**src/rtl/mul_div_unit.sv**
```systemverilog
// Iterative 32-bit unsigned multiply/divide unit (MUL, DIVU, REMU, MULHU).
// One shift-add or restoring-divide step per cycle; result written to reg_file via a one-cycle strobe.
module mul_div_unit (
  input  logic        clk,
  input  logic        reset,
  input  logic        start,
  input  logic [1:0]  op,
  input  logic [31:0] operand_a,
  input  logic [31:0] operand_b,
  input  logic [4:0]  dest_address,
  output logic        busy,
  output logic        write,
  output logic [4:0]  write_address,
  output logic [31:0] write_data
);

  typedef enum logic [1:0] {IDLE, RUN, DONE} state_t;
  typedef enum logic [1:0] {
    OP_MUL   = 2'b00,
    OP_DIVU  = 2'b01,
    OP_REMU  = 2'b10,
    OP_MULHU = 2'b11
  } op_t;

  state_t      state;
  op_t         op_q;
  logic [5:0]  count;
  logic [31:0] a_q;
  logic [31:0] b_q;
  logic [4:0]  dest_q;
  logic [63:0] acc;
  logic [63:0] acc_next;
  logic [32:0] sum;
  logic [32:0] trial;
  logic [31:0] result;
  logic        run_is_mul;
  logic        start_is_mul;

  assign run_is_mul   = (op_q == OP_MUL) || (op_q == OP_MULHU);
  assign start_is_mul = (op == 2'b00) || (op == 2'b11);

  // Divide trial uses the bit shifted out of rem so divisors >= 2^31 stay exact.
  always_comb begin
    sum      = {1'b0, acc[63:32]} + (acc[0] ? {1'b0, a_q} : 33'd0);
    trial    = acc[63:31] - {1'b0, b_q};
    acc_next = acc;
    if (run_is_mul) begin
      acc_next = {sum, acc[31:1]};
    end else if (!trial[32]) begin
      acc_next = {trial[31:0], acc[30:0], 1'b1};
    end else begin
      acc_next = {acc[62:0], 1'b0};
    end
    case (op_q)
      OP_MUL, OP_DIVU: result = acc_next[31:0];
      default:         result = acc_next[63:32];
    endcase
  end

  always_ff @(posedge clk) begin
    if (reset) begin
      state         <= IDLE;
      op_q          <= OP_MUL;
      count         <= '0;
      a_q           <= '0;
      b_q           <= '0;
      dest_q        <= '0;
      acc           <= '0;
      busy          <= 1'b0;
      write         <= 1'b0;
      write_address <= '0;
      write_data    <= '0;
    end else begin
      write <= 1'b0;
      case (state)
        // The edge that leaves DONE may accept a new start, giving 33-cycle throughput.
        IDLE, DONE: begin
          if (start) begin
            op_q   <= op_t'(op);
            a_q    <= operand_a;
            b_q    <= operand_b;
            dest_q <= dest_address;
            acc    <= start_is_mul ? {32'd0, operand_b} : {32'd0, operand_a};
            count  <= '0;
            busy   <= 1'b1;
            state  <= RUN;
          end else begin
            busy  <= 1'b0;
            state <= IDLE;
          end
        end
        RUN: begin
          acc   <= acc_next;
          count <= count + 6'd1;
          if (count == 6'd31) begin
            count         <= '0;
            write         <= 1'b1;
            write_address <= dest_q;
            write_data    <= result;
            state         <= DONE;
          end
        end
        default: begin
          busy  <= 1'b0;
          state <= IDLE;
        end
      endcase
    end
  end

endmodule
```
**config.mk**
```make
export PLATFORM = sky130hd
export DESIGN_NAME = mul_div_unit
export DESIGN_NICKNAME = d
export VERILOG_FILES = /design/src/rtl/mul_div_unit.sv
export SDC_FILE = /design/constraint.sdc
export NUM_CORES = 1
export LEC_CHECK = 0
export CAP_MARGIN = 20
export CORE_MARGIN = 5
export CORE_UTILIZATION = 59
export CTS_CLUSTER_DIAMETER = 60
export DETAILED_ROUTE_END_ITERATION = 16
export PLACE_DENSITY = 0.82
export RECOVER_POWER = 100
export SLEW_MARGIN = 15
export SYNTH_ARGS = -nofsm -noshare
export SYNTH_HDL_FRONTEND = slang
export SYNTH_SLANG_ARGS = --single-unit
```
**constraint.sdc**
```tcl
create_clock -name clk -period 3.7 [get_ports clk]
set_input_delay 0.555 -clock clk [delete_from_list [all_inputs] [get_ports clk]]
set_output_delay 0.555 -clock clk [all_outputs]
set_load 0.05 [all_outputs]
```
==> flow_summary.toml, run 1 <==
[synthesis]
ys_warn_count = 0
ys.flop_type = "dfxtp_1"
synth_common_cells = "nand2_1, a21oi_1, dfxtp_1"
synth_top_cell_area_share = 0.303
synth_nets = 1759
synth_area_leaders = "dfxtp_1, a21oi_1, nand2_1, ha_1, nor2_1"
yosysMostFrequentCell = "nand2_1"
synth_edf_count = 0
synth-async-reset-ratio = 0
syn_inst = 1616
yosys.area.top_type = "dfxtp_1"
ys_seq_elements = 182
avgSynthCellArea_um2 = 7.43
yosys.cell_types.count = 74
ys_seq_area_frac = 0.303
syn_area_um2 = 12000

[run]
cap_violations = 1

[die]
start_util = 0.596
die_area_um2 = 23300
num_rows = 52
fp.dieW_um = 153
coreArea_um2 = 20200
io_pins = 113
chipHeight_um = 153

[timing]
final-hold-violation-count = 0
relSlewSlack = -0.553
whs_ns = 0.443
tightestPinTransition_ns = 2.33
fin_worst_skew_ns = 0.0150
grt_setup_unrepaired = "no"
setup_tns_ns = 0
period_minus_slack_ns = 3.61
fin_crit_sh = 0.976
drv_slew = 54
fmax_mhz = 277
setup_viol_count_final = 0

[cts]
cts_inserted_buffers = 17
cts_root_buf = "clkbuf_16"
path_clk_slew_ns = 0.08
cts_buffer_depth = 2
cts_setup_buffers = 0
htreeDepth = 4
insertion_delay_ns = 0.45
cts_num_sinks = 182
cts_tree = "built"

[placed_design]
hpwlAfterDp_um = 28400
io_buffers = 112
gp_congestion = 1.01
placed_cell_area_um2 = 13500

[global_route]
grt-ovfl-total = 0
grt.busiest_layer = "met2"
grt.met1_usage = 0.449
grt_max_degree = 69
grtUsageMet3 = 0.0531
track_usage = 0.331
antenna_found_initial = 0
grt_pass1_vias = 11976
grt_use_met2 = 0.536
grt_pass1_wl_um = 63600

[critical_path]
start_kind = "flop"
crit_fanout = 4
criticalPathCategory = "flop to flop"
cp-end-kind = "flop"
crit_arrival_ns = 3.94
required_ns = 4.03

[final_layout]
drive_gt1_frac = 0.0745
nFillCells = 1717
layout.nets = 1834
final_area_um2 = 14000
area_growth_pct = 16.9
final_util = 0.696
diodes = 0

[power]
p_clk_frac = 0.322
ir_worst_vdd_v = 0.000307
p_total_uw = 5840
combPwrFrac = 0.309
p_int_uw = 3670
p_leak_uw = 0.00588
swShare = 0.371
p_sw_uw = 2170
p_per_area_nw_per_um2 = 416
seqPwrFrac = 0.369

[detailed_routing]
wirelength_um = 39600
via_per_inst = 6.29
ant_nets = 0
vias = 12418
drt_pass1_iterations = 5
drc = 0
drtIter0Drc = 1350
wl_per_cell_um = 20.0

[worst_hold_path]
min_path_type = "flop to flop"

[status]
status = "complete, but fails checks"
violations = "capacitance limit, slew limit"
sequential cells by signal (all words and copies together) (netlist names), 2 cells and up:
signal,flops
dest_q,5
b_q,32
write_address,5
op_q,2
a_q,32
state,2
count,6
acc,64
write_data,32
path summary, 6_finish.rpt:
check	from	end	slack, ns	cells past startpoint
max	b_q[1]	write_data[31]	0.09	12
min	write_data[27]	write_data[27]	0.44	2
max reg2reg	b_q[1]	write_data[31]	0.09	12
min reg2reg	write_data[27]	write_data[27]	0.44	2
power by group through the flow:
stage                     clock network (uW)  logic, uW  registers [uW]
after floorplan                            0       1250            2160
after global placement                     0       1720            2200
after detailed placement                   0       1740            2200
after CTS                               1870       1770            2150
after global routing                    1970       1940            2170
final                                   1880       1810            2160
through the flow:
stage	setup slack, ns	cells
CTS	0.251	1974
floorplan	0.583	1616
global placement	0.356	1942
global route	0.0101	1974
finish	0.0895	1974
detailed placement	0.289	1942
worst max-delay path, stage by stage (launching register included):
cell	delay [ns]
dfxtp_1	0.39
inv_1	0.07
ha_1	0.28
nor2b_1	0.15
o2111ai_1	0.25
a21boi_1	0.23
a2111oi_1	0.56
o21ai_1	0.27
a31o_2	0.30
a31oi_1	0.29
xor2_1	0.37
o31a_1	0.24
a31oi_1	0.10
cell usage in the layout (no fill, tap or decap), drive strengths merged, types with 5 or more instances in the layout:
cell,count
a21o,25
and3,12
clkinv,9
mux2i,33
buf,42
inv,58
o21bai,12
a31oi,10
or2,5
a21oi,237
or3,5
xor2,25
o211ai,10
nand2,306
a221oi,30
a311oi,10
clkbuf,23
nand2b,14
clkdlybuf4s50,72
dlygate4sd3,39
a22oi,9
nor3,19
a211oi,15
nor2,125
xnor2,31
o31ai,5
o2111ai,6
a22o,9
nor2b,7
and2,38
nand3,22
mux2,28
dfxtp,182
ha,67
o21ai,91
o21a,6
o221ai,7
nand4,9
cell type report:
class,count,area [um2],share of cell area
Multi-Input combinational cell,1279,7770,0.554
Sequential cell,182,3640,0.259
Timing Repair Buffer,159,1490,0.106
Clock buffer,17,425,0.0303
Tap cell,270,338,0.0241
Inverter,52,195,0.0139
Clock inverter,15,179,0.0127
cells by family (layout without fill, tap and decap cells):
group / after synthesis / in the layout / synth area share
buf+inv: 155 / 243 / 0.0519
flops: 182 / 182 / 0.303
simple gates: 569 / 569 / 0.203
xor+xnor: 56 / 56 / 0.0408
mux: 61 / 61 / 0.0537
compound gates: 524 / 524 / 0.274
fa+ha+maj: 69 / 69 / 0.0731
timing repair:
item | in CTS | in global routing
setup endpoints to repair | 0 | 4
resized for setup | 0 | 2
hold buffers | 0 | 0
metal layers:
metal / share of wire / wire length (um) / vias to the layer above
met4: 0.034 / 1360 / 0
met5: 0 / 0 / -
met2: 0.46 / 18100 / 614
li1: - / - / 5889
met1: 0.43 / 16900 / 5790
met3: 0.083 / 3300 / 125
Power figures use the tool's default switching activity.
==> run 2: changes to the inputs <==
PLACE_DENSITY = 0.8   (was 0.82)
==> run 2 against run 1 <==
  * The run still ends with capacitance limit, slew limit left
  * Setup slack improved by 0.091 ns
  * Clock skew decreased by 0.0012 ns
  * Worst hold slack gained 0.0098 ns
  * Sequential cell count unchanged
  * Maximum frequency grew 2.6%
  * Cell count shrank 0.46%
  * Combinational power down 3%
  * Clock power grew 2%
  * Largest power group unchanged
  * Non-clock buffer count is 9 lower
  * Global-route usage rose by 0.51 points
  * Wire length grew 1.5%
==> flow_summary.toml, run 2 (synthesis results as in run 1) <==
[timing]
grt_setup_unrepaired = "no"
fin_crit_sh = 0.951
fmax_mhz = 284
final-hold-violation-count = 0
relSlewSlack = -0.0958
whs_ns = 0.453
tightestPinTransition_ns = 1.64
fin_worst_skew_ns = 0.0139
setup_viol_count_final = 0
drv_slew = 39
setup_tns_ns = 0
period_minus_slack_ns = 3.52

[critical_path]
required_ns = 4.03
startpoint = "acc[0]"
start_kind = "flop"
cp-end-kind = "flop"
crit_fanout = 32
reg2reg_from = "acc[0]"
r2r-end = "write_data[29]"
crit_arrival_ns = 3.85
r2r_cells = 14
rrSetupSlack_ns = 0.18
criticalPathCategory = "flop to flop"

[detailed_routing]
drtIter0Drc = 1168
drt_pass1_iterations = 6
wirelength_um = 40200
drc = 0
via_per_inst = 6.30
wl_per_cell_um = 20.4
ant_nets = 0
vias = 12370

[final_layout]
most-common-layout-cells = "nand2_1, a21oi_1, dfxtp_1"
top_register = "acc"
final_util = 0.693
diodes = 0
largest_reg_flops = 64
area_growth_pct = 16.4
nFillCells = 1756
drive_gt1_frac = 0.0678
final_common_cell = "nand2_1"
layout.nets = 1825
layout.cells.non_filler = 1965

[cts]
holdBufCountCts = 0
cts_tree = "built"
cts_root_buf = "clkbuf_16"
cts_num_sinks = 182
cts_setup_buffers = 0
cts_buffer_depth = 2
insertion_delay_ns = 0.45
cts_inserted_buffers = 17
path_clk_slew_ns = 0.08
htreeDepth = 4

[worst_hold_path]
hold_path_end = "write_data[13]"
min_path_type = "flop to flop"
hp-start = "write_data[13]"
holdPathStages = 1

[status]
violations = "capacitance limit, slew limit"
status = "complete, but fails checks"

[power]
p_total_uw = 5830
ir_worst_vdd_v = 0.000307
p_per_area_nw_per_um2 = 417
p_leak_uw = 0.00583

[global_route]
antenna_found_initial = 0
grt-ovfl-total = 0
grt_pass1_vias = 11924
grt_pass1_wl_um = 63800
grt_max_degree = 84
track_usage = 0.336

[die]
num_rows = 52
coreArea_um2 = 20200
io_pins = 113
chipHeight_um = 153
die_area_um2 = 23300
fp.dieW_um = 153
start_util = 0.596

[placed_design]
io_buffers = 112
placed_cells = 1933
gp_congestion = 0.952
hpwlAfterDp_um = 28500

[run]
cap_violations = 1
-- run 2: cell count changes in the layout (fill, tap and decap cells not counted), sizes merged --
cell and change:
clkinv +1, dlygate4sd3 +1, inv -1, clkbuf +5, clkdlybuf4s50 -1, buf -14
-- run 2: stage by stage --
| stage | area, um2 | setup WS (ns) |
|---|---|---|
| 2_1_floorplan | 12000 | 0.583 |
| 6_report | 14000 | 0.181 |
| 3_3_place_gp | 13400 | 0.288 |
| 4_1_cts | 14100 | 0.192 |
| 5_1_grt | 14000 | 0.0237 |
| 3_5_place_dp | 13400 | 0.230 |
-- run 2: critical path: stages, from the launching register on --
cell	delay, ns
dfxtp_1	0.36
buf_12	0.17
and2_1	0.15
ha_1	0.22
fa_1	0.43
a21oi_1	0.20
o211ai_1	0.13
a211oi_1	0.29
nor2_2	0.14
a211oi_2	0.31
o21ai_1	0.19
a31o_2	0.28
xor2_1	0.16
o31ai_1	0.23
a22oi_1	0.12
-- run 2: cell type report --
class	instances	area (um2)	share of cell area
clock inverters	15	198	0.0141
well taps	270	338	0.0242
clock buffers	17	425	0.0304
inverters	52	195	0.0140
multi-input cells	1279	7770	0.556
flip-flops and latches	182	3640	0.261
repair buffers	150	1410	0.101
-- run 2: worst max path at each step --
stage | cells past startpoint | endpoint | slack [ns]
2_1_floorplan | 14 | write_data[29] | 0.58
3_3_place_gp | 14 | write_data[29] | 0.29
3_5_place_dp | 14 | write_data[29] | 0.23
4_1_cts | 14 | write_data[29] | 0.19
5_1_grt | 14 | acc[62] | 0.02
6_report | 14 | write_data[29] | 0.18
-- run 2: timing repair --
item                       CTS  global route
hold endpoints to repair     0             0
gates resized for setup      0             1
setup endpoints to repair    0             3
-- run 2: report_power, final --
part	internal (uW)	total, uW	switching [uW]	leakage (uW)
Clock	929	1920	988	0.000300
Sequential	2060	2160	102	0.00149
Combinational	675	1760	1080	0.00405
Total	3660	5830	2170	0.00583
-- run 2: metal layers --
metal / vias up / GRT usage / wire [um]
met3: 101 / 0.0608 / 3580
met5: - / 0 / 0
met4: 0 / 0.113 / 1190
li1: 5854 / - / -
met1: 5829 / 0.455 / 16900
met2: 586 / 0.544 / 18500
==> run 3: changes to the inputs <==
RECOVER_POWER = not set   (was 100)
==> run 3 against run 2 <==
  * The flow now finishes without violations
  * Maximum frequency about the same
  * Global-route usage unchanged
  * Cell area is 0.60% higher
  * Via count is 0.74% lower
  * Clock skew down 0.0017 ns
  * Sequential power about the same
  * First-iteration DRC count grew 2.2%
  * Setup slack worse by 0.00077 ns
  * Largest cell class unchanged
  * Highest routed layer unchanged
==> flow_summary.toml, run 3 (synthesis results as in run 1) <==
[cts]
holdBufCountCts = 0
cts_inserted_buffers = 17
cts_setup_buffers = 0
cts_num_sinks = 182
cts_tree = "built"
cts_root_buf = "clkbuf_16"
cts-resized-gates = 0
insertion_delay_ns = 0.45
cts_buffer_depth = 2
path_clk_slew_ns = 0.08
htreeDepth = 4

[final_layout]
drive_gt1_frac = 0.0755
layout.cells.non_filler = 1965
top_register = "acc"
most-common-layout-cells = "nand2_1, a21oi_1, dfxtp_1"
final_util = 0.697
largest_reg_flops = 64
diodes = 0
layout.nets = 1825
final_area_um2 = 14100
final_common_cell = "nand2_1"
area_growth_pct = 17.1

[timing]
period_minus_slack_ns = 3.52
fin_crit_sh = 0.951
drv_slew = 0
fin_worst_skew_ns = 0.0121
grt_setup_unrepaired = "no"
tightestPinTransition_ns = 0.925
relSlewSlack = 0.381
fmax_mhz = 284
setup_tns_ns = 0
setup_viol_count_final = 0
final-hold-violation-count = 0
fin_ws_ns = 0.180

[global_route]
grt_max_degree = 84
grt-ovfl-total = 0
grt_pass1_vias = 11924
track_usage = 0.336
grt_pass1_wl_um = 63800
antenna_found_initial = 0

[detailed_routing]
wl_per_cell_um = 20.5
drt_pass1_iterations = 6
drtIter0Drc = 1194
vias = 12279
ant_nets = 0
drc = 0
wirelength_um = 40200
via_per_inst = 6.25

[power]
p_leak_uw = 0.00574
ir_worst_vdd_v = 0.000309
p_per_area_nw_per_um2 = 417

[placed_design]
dp_slack_ns = 0.230
io_buffers = 112
gp_congestion = 0.952
placed_cells = 1933
hpwlAfterDp_um = 28500
placed_cell_area_um2 = 13400

[critical_path]
worstSetupEndpoint = "write_data[29]"
startpoint = "acc[0]"
r2r-end = "write_data[29]"
start_kind = "flop"
required_ns = 4.03
crit_arrival_ns = 3.85
rrSetupSlack_ns = 0.18
reg2reg_from = "acc[0]"
cp_cell_sequence = "buf_12 > and2_1 > ha_1 > fa_1 > a21oi_1 > o211ai_1 > a211oi_1 > nor2_2 > a211oi_2 > o21ai_1 > a31o_2 > xor2_1 > o31ai_1 > a22oi_1"
criticalPathCategory = "flop to flop"
cp-end-kind = "flop"
cpMaxStageDelayCell = "fa_1"
cpPeakStageDelay_ns = 0.43
r2r_cells = 14
crit_fanout = 32

[die]
io_pins = 113
die_area_um2 = 23300
coreArea_um2 = 20200
start_util = 0.596
num_rows = 52
chipHeight_um = 153
fp.dieW_um = 153

[status]
status = "completed"

[run]
cap_violations = 0

[worst_hold_path]
min_path_type = "flop to flop"
run 3: report_power, final:
part	total, uW	internal [uW]	switching (uW)	leakage (uW)
Sequential	2160	2060	102	0.00149
Combinational	1780	695	1090	0.00395
Clock	1920	929	991	0.000300
run 3: per-stage QoR:
stage / hold WS, ns / total power, uW
6_report: 0.455 / 5860
4_1_cts: 0.456 / 5830
3_5_place_dp: 0.439 / 3940
2_1_floorplan: 0.432 / 3410
5_1_grt: 0.473 / 6110
3_3_place_gp: 0.433 / 3920
run 3: worst min path at each step:
stage / end / cells past startpoint / startpoint / slack (ns)
after floorplan: a_q[0] / 2 / a_q[0] / 0.43
after global placement: write_data[10] / 1 / write_data[10] / 0.43
after detailed placement: write_data[13] / 1 / write_data[13] / 0.44
after CTS: write_address[1] / 2 / dest_q[1] / 0.46
after global routing: acc[21] / 2 / reset / 0.47
final: b_q[24] / 2 / b_q[24] / 0.45
run 3: cell type report:
type	instances	area [um2]
multi-input cells	1279	7810
fillers	1732	6110
flip-flops and latches	182	3640
repair buffers	150	1450
clock buffers	17	425
well taps	270	338
clock inverters	15	198
inverters	52	195
run 3: critical path, delay by kind of cell (launching register included):
kind	cells	cell delay, ns
AO/OA/AOI/OAI	8	1.75
adder cells (fa/ha/maj)	2	0.65
flip-flops	1	0.36
AND/OR/NAND/NOR	2	0.29
buffers and inverters	1	0.17
XOR/XNOR	1	0.15
run 3: per-layer routing:
metal | part of all wire | track usage | up-vias
met5 | 0 | 0 | -
met4 | 0.030 | 0.113 | 0
met3 | 0.083 | 0.0608 | 97
met2 | 0.46 | 0.544 | 512
met1 | 0.43 | 0.455 | 5811
li1 | - | - | 5859
